==> config.mk <==
export PLATFORM = sky130hd
export DESIGN_NAME = decim_asmd_param
export DESIGN_NICKNAME = d
export VERILOG_FILES = /design/src/rtl/decim_asmd_param.sv
export SDC_FILE = /design/constraint.sdc
export NUM_CORES = 1
export LEC_CHECK = 0
export CORE_UTILIZATION = 40
export CTS_CLUSTER_SIZE = 12
export DETAILED_ROUTE_END_ITERATION = 8
export PLACE_DENSITY_LB_ADDON = 0.25
export SLEW_MARGIN = 20
export SYNTH_ARGS = -nofsm -noshare
export SYNTH_HDL_FRONTEND = slang
export SYNTH_SLANG_ARGS = --single-unit
==> constraint.sdc <==
create_clock -name clk -period 2.4 [get_ports clk]
set_clock_uncertainty 0.1 [all_clocks]
set_input_delay 0.48 -clock clk [delete_from_list [all_inputs] [get_ports clk]]
set_output_delay 0.48 -clock clk [all_outputs]
set_load 0.05 [all_outputs]
==> src/rtl/decim_asmd_param.sv <==
// Parametrised decimate-by-FACTOR accumulate-and-dump / pick-last controller.
// Holds each completed result until ld, and stalls input while it waits.
module decim_asmd_param #(
    parameter int DATA_W = 8,
    parameter int OUT_W  = 16,
    parameter int FACTOR = 4,
    parameter int SIGNED = 0
) (
    input  logic              clk,
    input  logic              rst,
    input  logic              en,
    input  logic [DATA_W-1:0] data,
    input  logic              mode,
    input  logic              clr,
    input  logic              ld,
    output logic              in_ready,
    output logic [OUT_W-1:0]  r0,
    output logic              r0_valid,
    output logic              busy
);
    localparam int CNT_W = (FACTOR > 1) ? $clog2(FACTOR) : 1;

    typedef enum logic [1:0] {IDLE, COLLECT, FULL} state_t;

    state_t            state, state_n;
    logic [OUT_W-1:0]  acc, acc_n;
    logic [CNT_W-1:0]  cnt, cnt_n;
    logic [OUT_W-1:0]  r0_n;
    logic              valid_n;
    logic [OUT_W-1:0]  ext;
    logic [CNT_W:0]    cnt_inc;
    logic              accept;

    assign ext      = (SIGNED != 0) ? OUT_W'($signed(data)) : OUT_W'(data);
    assign cnt_inc  = {1'b0, cnt} + 1'b1;
    assign in_ready = (state != FULL) || ld;
    assign accept   = en && in_ready && !clr;
    assign busy     = (state != IDLE);

    always_ff @(posedge clk or negedge rst) begin
        if (!rst) begin
            state    <= IDLE;
            acc      <= '0;
            cnt      <= '0;
            r0       <= '0;
            r0_valid <= 1'b0;
        end else begin
            state    <= state_n;
            acc      <= acc_n;
            cnt      <= cnt_n;
            r0       <= r0_n;
            r0_valid <= valid_n;
        end
    end

    always_comb begin
        state_n = state;
        acc_n   = acc;
        cnt_n   = cnt;
        r0_n    = r0;
        valid_n = 1'b0;
        if (clr) begin
            // Flush wins over both a new sample and a pending drain.
            state_n = IDLE;
            acc_n   = '0;
            cnt_n   = '0;
        end else begin
            unique case (state)
                IDLE, COLLECT: begin
                    if (accept) begin
                        if (state == IDLE)
                            acc_n = ext;
                        else
                            acc_n = mode ? ext : acc + ext;
                        if (cnt_inc == (CNT_W+1)'(FACTOR)) begin
                            cnt_n   = '0;
                            state_n = FULL;
                        end else begin
                            cnt_n   = cnt_inc[CNT_W-1:0];
                            state_n = COLLECT;
                        end
                    end
                end
                FULL: begin
                    if (ld) begin
                        r0_n    = acc;
                        valid_n = 1'b1;
                        if (en) begin
                            acc_n   = ext;
                            cnt_n   = CNT_W'(1);
                            state_n = COLLECT;
                        end else begin
                            acc_n   = '0;
                            state_n = IDLE;
                        end
                    end
                end
                default: state_n = IDLE;
            endcase
        end
    end
endmodule
=== Yosys cells after proc, flatten, opt, wreduce, memory -nomap -nowiden ===
Index checks and enable logic that the tools add are counted.

* Register bits after elaboration: 37
* Latch bits: 0
* RAM bits: 0
* Bits in read-only memories: 0
* Bits of input ports: 14
* Logic and storage cells: 49
* Memories: 0

* Add/sub/neg operators: 2
* Multiply operators: 0
* Div/mod/pow operators: 0
* Order comparisons: 0
* Equal/unequal tests: 7
* Shift-type cells: 0
* Multiplexer cells: 22
* Bitwise gates (word level): 1
* Reduce and logical (&&, ||, !) cells: 12

{| class="wikitable"
|+ Operators with widths
! kind !! number
|-
| 2-to-1 mux 16 bit || 5
|-
| one-hot mux 16 bit (2 select lines) || 1
|-
| 2-to-1 mux 2 bit || 9
|-
| adder 16 x 8 -> 16 bit || 1
|-
| inequality test 3 bit (second input constant) || 3
|-
| 2-to-1 mux 8 bit || 1
|-
| one-hot mux 2 bit (2 select lines) || 2
|-
| AND reduction 3 bit || 2
|-
| 2-to-1 mux 1 bit || 4
|-
| AND reduction 4 bit || 1
|-
| adder 2 x 1 -> 3 bit (second input constant) || 1
|-
| == test 3 bit (second input constant) || 1
|-
| nonzero test 3 bit || 1
|-
| == test 2 x 1 -> 1 bit (second input constant) || 1
|-
| == test 2 bit (second input constant) || 1
|-
| logical AND 1 bit || 2
|-
| zero test 2 bit || 1
|-
| inequality test 2 bit (second input constant) || 1
|-
| AND reduction 2 bit || 1
|-
| nonzero test 2 bit || 1
|-
| OR reduction 2 bit || 1
|-
| zero test 1 bit || 1
|-
| logical OR 1 bit || 1
|-
| inverter 1 bit || 1
|}

=== Depth between registers and ports, before layout ===
Gate-level depths: netlist of the first run.

* Depth in word-level cells: 7
* Gate-level depth with buffers: 8
* Depth with buffers taken out: 8

=== Worst setup path before layout of the first run ===
Ideal clock, no wire load.

* Path type: input to register
* From: in data[0]
* To: reg acc[8]
* Data arrival time: 1.964 ns
* Path slack: 0.254 ns
* Cell stages on the path: 8
* Cell sequence: ha_1 -> inv_1 -> fa_1 -> nand2b_1 -> a21oi_1 -> o21ai_1 -> or3_1 -> o21ai_0

* Cells in the longest elaborated chain, start to end: 6

{| class="wikitable"
|+ RTL lines
! item !! RTL line !! RTL
|-
| start: declaration || 12 || <nowiki>input logic [DATA_W-1:0] data,</nowiki>
|-
| adder 16 x 8 -> 16 bit || 74 || <nowiki>acc_n = mode ? ext : acc + ext;</nowiki>
|-
| 2-to-1 mux 16 bit || 74 ||
|-
| 2-to-1 mux 16 bit || 71 || <nowiki>if (state == IDLE)</nowiki>
|-
| 2-to-1 mux 16 bit || 70 || <nowiki>if (accept) begin</nowiki>
|-
| one-hot mux 16 bit (2 select lines) || 68 || <nowiki>unique case (state)</nowiki>
|-
| 2-to-1 mux 16 bit || 62 || <nowiki>if (clr) begin</nowiki>
|-
| end signal: assignment || 49 || <nowiki>acc <= acc_n;</nowiki>
|-
| end: declaration || 26 || <nowiki>logic [OUT_W-1:0] acc, acc_n;</nowiki>
|}

Every way passes these cells. The select of a mux whose other input is x is not followed.
A chain may end at the register's enable or synchronous reset.

=== Final worst setup path of the first run ===
* From: in data[1]
* To: reg acc[8]

The elaborated chain is that of the path after synthesis.

==> impl_metrics.ini, run 1 <==
[synthesis]
syn_nets = 229
ys.flop_type = dfrtp_1
synth.most_common_cell = dfrtp_1
ys_types = 57
yosysSeqAreaShare = 0.434
syn_inst = 205
synth_edf_count = 0
yosysWarnings = 0
synthTopCellsByCount = dfrtp_1, nand2_1, mux2_2
synth_top_area_frac = 0.434
synth_area_um2 = 2140
yosys.area.top_type = dfrtp_1
synth.area.top_cells = dfrtp_1, mux2_2, ha_1
avgSynthCellArea_um2 = 10.4
async_flop_share = 1.00
ys_ff_latch = 37

[global_route]
busiest_layer = met2
grt_first_pass_wirelength_um = 8340
gr-usage-all-layers = 0.199
grt_overflow = 0
grt_use_met1 = 0.263
met2_usage = 0.331
grtUsageMet3 = 0.0442
antenna_found_initial = 0
grt_max_degree = 38
grt_pass1_vias = 1744

[sta]
report.final.slew_viol_count = 0
worstMarginPinSlew_ns = 0.816
period_minus_slack_ns = 2.27
hold_slack_ns = 0.169
setup_viol = 0
max_freq_mhz = 440
min_period_over_period = 0.948
setup_slack_ns = 0.125
maxSlewHeadroom = 0.456
hold_viol_final = 0
rsz0062_at_grt = no

[clocking]
cts.clk_slew.worst_paths_ns = 0.08
ctsHtreeMaxLevel = 2
insertion_delay_ns = 0.30
cts_tree = built
cts_hold_buf = 0
root_buffer = clkbuf_8
clock_tree.buffer_depth = 2
cts.sinks = 37
numCtsBuffers = 5

[setup_path]
crit_chain = clkdlybuf4s50_1 > inv_1 > fa_2 > nand2b_4 > a21oi_4 > buf_4 > o21ai_2 > or3_1 > o21ai_0
required_ns = 2.52
path_class = in -> reg
critPathTopFamily = buffers and inverters
start_kind = primary input
slowest_stage = clkdlybuf4s50_1
critical_path.max_fanout = 7
crit_buf_inv = 3
arrival_ns = 2.40
crit_path_end_kind = flop
critPathMaxStageDelay_ns = 0.52

[detailed_routing]
final_antenna_net_count = 0
drt_iter0_drc = 118
wl_per_cell_um = 14.9
routed_wl_um = 5010
avgViaCountPerCell = 5.59
drt_pass1_iterations = 4
via_count = 1874
drc_errors = 0

[power_and_ir_drop]
power_density_nw_per_um2 = 571
peakVddDrop_mv = 0.254
p_leak_nw = 1.29

[min_path]
hold_class = in -> async

[floorplan]
fp-row-count = 26
io_pins = 33
start_util = 0.416
die_y_um = 75.1
die_w_um = 75.1
coreArea_um2 = 5140
die_area_um2 = 5640

[final_layout]
multiInputGateArea_um2 = 1210
area_growth_pct = 35.6
n_antenna_cell = 0
drive_gt1_frac = 0.242
fillCellCount = 480
final_nets = 288
seq_area_um2 = 926

[placed_design]
place.port_buffers = 32
dp_hpwl_um = 3520
gp_congestion = 0.812
dp_worst_setup_slack_ns = -0.423

[outcome]
outcome = completed

[run]
maxCapViolCount = 0
==> cell type report <==
type	instances	share of cell area
inverters	8	0.0104
multi-input cells	156	0.419
clock buffers	7	0.0298
clock inverters	1	0.0104
repair buffers	56	0.181
flip-flops and latches	37	0.320
well taps	70	0.0303
==> path summary, 6_finish.rpt <==
| check | start | to | slack, ns | cells after the start |
|---|---|---|---|---|
| max reg2reg | acc[0] | acc[8] | 0.35 | 9 |
| max in group asynchronous | rst | acc[4] | 1.51 | 1 |
| min reg2reg | r0[11] | r0[11] | 0.39 | 1 |
| min | rst | r0_valid | 0.17 | 1 |
| max | data[1] | acc[8] | 0.13 | 9 |
| min in group clk | r0[11] | r0[11] | 0.39 | 1 |
==> worst register-to-register path: cells and delay by family (launching register included) <==
| kind | cells | cell delay [ns] |
|---|---|---|
| buffers and inverters | 2 | 0.18 |
| AND/OR/NAND/NOR | 2 | 0.47 |
| flip-flops | 1 | 0.39 |
| adder cells (fa/ha/maj) | 2 | 0.53 |
| AO/OA/AOI/OAI | 3 | 0.31 |
==> sequential cells by signal, summed over array words and instances, names as in the netlist <==
| name | flops |
|---|---|
| cnt | 2 |
| r0_valid | 1 |
| acc | 16 |
| r0 | 16 |
| state | 2 |
==> kinds of logic after synthesis <==
| group | Yosys count | share of synthesized area |
|---|---|---|
| muxes | 18 | 0.0943 |
| AOI/OAI and AO/OA | 66 | 0.233 |
| DFF | 37 | 0.434 |
| adders and majority gates | 10 | 0.0621 |
| buffers and inverters | 12 | 0.0240 |
| xor gates and xnor gates | 2 | 0.00820 |
| and+or+nand+nor | 60 | 0.145 |
==> timing repair <==
action                     4_1_cts  5_1_grt
resized for setup                3       11
pin swaps                        1        4
setup endpoints to repair        6        9
setup buffers                    0        1
==> through the flow <==
step / util / instance area [µm²] / power, mW / setup TNS [ns] / std cells
4_1_cts: 0.553 / 2840 / 1.64 / 0 / 334
6_report: 0.563 / 2900 / 1.65 / 0 / 335
5_1_grt: 0.563 / 2900 / 1.73 / 0 / 335
3_5_place_dp: 0.528 / 2710 / 1.07 / -3.17 / 326
3_3_place_gp: 0.528 / 2710 / 1.06 / -2.64 / 326
2_1_floorplan: - / 2140 / 0.915 / 0 / 205
==> routing by layer <==
metal / vias to the layer above / share of wire
met5: - / 0
li1: 890 / -
met3: 8 / 0.055
met1: 920 / 0.46
met4: 0 / 0.012
met2: 56 / 0.47
==> placed cells by master, fill, tap and decap left out, types with 2 or more instances in the layout <==
cell type / count
dfrtp_1: 37
clkdlybuf4s50_1: 28
nand2_1: 26
buf_4: 23
mux2_2: 12
o21ai_0: 11
a21oi_1: 9
inv_1: 8
nor2_1: 8
ha_1: 8
o211ai_1: 7
nand2b_1: 6
clkbuf_8: 6
mux2_1: 5
nor3b_1: 3
a2111o_1: 3
o22ai_1: 3
a211o_1: 2
a211oi_2: 2
o21ai_2: 2
o41a_1: 2
nand3_1: 2
or3_1: 2
xor2_1: 2
nand3b_1: 2
a32oi_1: 2
dlymetal6s2s_1: 2
buf_12: 2
==> power breakdown <==
part           total, mW  internal, mW  switching (mW)
logic              0.402         0.179           0.223
registers          0.679         0.654          0.0244
clock network      0.571         0.339           0.232
Power figures use the tool's default switching activity.
==> inputs of run 2 (changes only) <==
clock period = 2.2 ns   (was 2.4 ns; I/O delays follow)
==> run 2 against run 1 <==
Effect of this change:
- register-to-register slack worse by 0.23 ns
- global-route usage rose by 1.0 points
- die area did not move
- via count fell by 1.0%
- sequential cell count stayed put
- cell count grew 2.1%
- routed wire length is 2.5% higher
- count of clock-buffer cells in the layout unchanged
- sequential share of layout area fell by 1.3 points
- power is 11% higher
- core utilization up 2.4 points
- largest cell class unchanged
- largest power group unchanged
- highest routed layer unchanged
==> impl_metrics.ini, run 2 (synthesized netlist as in run 1, its figures left out) <==
[outcome]
outcome = completed

[clocking]
numCtsBuffers = 5
insertion_delay_ns = 0.29
cts.sinks = 37
clock_tree.buffer_depth = 2
cts_tree = built
root_buffer = clkbuf_8
cts.clk_slew.worst_paths_ns = 0.08
ctsHtreeMaxLevel = 2

[final_layout]
final_cell_mix = dfrtp_1, buf_4, nand2_1
postLayoutCoreUtil = 0.588
fin_cells = 342
drive_gt1_frac = 0.279
top_regs = acc: 16 flops, r0: 16 flops
layout_commonest_cell = dfrtp_1
n_antenna_cell = 0
area_growth_pct = 41.4
final_nets = 295

[min_path]
hold_class = in -> async

[global_route]
grt_overflow = 0
grt_first_pass_wirelength_um = 8870
grt_max_degree = 38
antenna_found_initial = 0
gr-usage-all-layers = 0.210
grt_pass1_vias = 1892

[sta]
maxSlewHeadroom = 0.661
report.final.slew_viol_count = 0
min_period_over_period = 0.969
max_freq_mhz = 469
worstMarginPinSlew_ns = 0.508
setup_viol = 0
period_minus_slack_ns = 2.13
hold_viol_final = 0

[setup_path]
cp.depth = 7
critPathTopFamily = compound AO/OA/AOI/OAI gates
crit_buf_inv = 1
critPathMaxStageDelay_ns = 0.50
crit_chain = clkdlybuf4s50_1 > ha_4 > nand2_1 > o21ai_2 > o211ai_4 > a2111o_1 > o211ai_1
r2r_cells = 8
critical_path.max_fanout = 6
required_ns = 2.31
path_class = in -> reg
slowest_stage = clkdlybuf4s50_1
arrival_ns = 2.24
crit_path_end_kind = flop
start_kind = primary input

[placed_design]
place.port_buffers = 32
gp_congestion = 0.817
dp_hpwl_um = 3590
placed_cells = 333

[power_and_ir_drop]
finalPower_mw = 1.83
peakVddDrop_mv = 0.267
power_density_nw_per_um2 = 606
p_leak_nw = 1.33

[floorplan]
die_area_um2 = 5640
start_util = 0.416
die_w_um = 75.1
fp-row-count = 26
die_y_um = 75.1
io_pins = 33
coreArea_um2 = 5140

[detailed_routing]
drc_errors = 0
final_antenna_net_count = 0
wl_per_cell_um = 15.0
drt_pass1_iterations = 4
avgViaCountPerCell = 5.42
routed_wl_um = 5130
via_count = 1855
drt_iter0_drc = 140

[run]
maxCapViolCount = 0
run 2: worst register-to-register path, delay by kind of cell, from the launching register on:
| kind | cells | cell delay (ns) |
|---|---|---|
| AO/OA/AOI/OAI | 3 | 0.55 |
| XOR/XNOR | 1 | 0.16 |
| adder cells (fa/ha/maj) | 2 | 0.58 |
| buffers and inverters | 1 | 0.05 |
| flip-flops | 1 | 0.38 |
| AND/OR/NAND/NOR | 1 | 0.17 |
run 2: through the flow:
| stage | setup TNS (ns) | area (µm²) | hold slack (ns) | setup slack, ns |
|---|---|---|---|---|
| after CTS | 0 | 2940 | 0.102 | 0.0282 |
| final | 0 | 3020 | 0.0852 | 0.0690 |
| after global placement | -4.58 | 2780 | 0.366 | -0.546 |
| after floorplan | 0 | 2140 | 0.0444 | 0.0936 |
| after global routing | -0.0508 | 3020 | 0.136 | -0.0224 |
| after detailed placement | -5.22 | 2780 | 0.375 | -0.611 |
run 2: final timing paths:
| path | from | endpoint | slack [ns] |
|---|---|---|---|
| worst min register to register | r0[11] | r0[11] | 0.38 |
| max in group asynchronous | rst | acc[5] | 1.58 |
| worst max register to register | acc[0] | acc[6] | 0.12 |
| worst min-delay path | rst | acc[10] | 0.09 |
| worst max-delay path | data[6] | acc[13] | 0.07 |
| min in group clk | r0[11] | r0[11] | 0.38 |
run 2: area by class of cell:
cell class,instances,area [µm²]
clock buffers,7,86.3
inverters,8,30.0
clock inverters,1,30.0
well taps,70,87.6
multi-input cells,156,1270
repair buffers,63,586
flip-flops and latches,37,926
fillers,482,2120
run 2: where the power goes:
part	internal [mW]	switching (mW)
Clock	0.370	0.240
Combinational	0.224	0.251
Sequential	0.714	0.0307
Total	1.31	0.522
run 2: repair_timing:
action,CTS,global route
setup endpoints to repair,9,9
buffers inserted,0,1
hold buffers,0,0
resized for setup,12,10
pin swaps,3,5
run 2: layer usage:
| layer | GRT usage | vias up | wire [µm] |
|---|---|---|---|
| li1 | - | 902 | - |
| met1 | 0.290 | 898 | 2410 |
| met2 | 0.331 | 47 | 2450 |
| met3 | 0.0281 | 8 | 187 |
| met4 | 0.0881 | 0 | 80 |
| met5 | 0 | - | 0 |
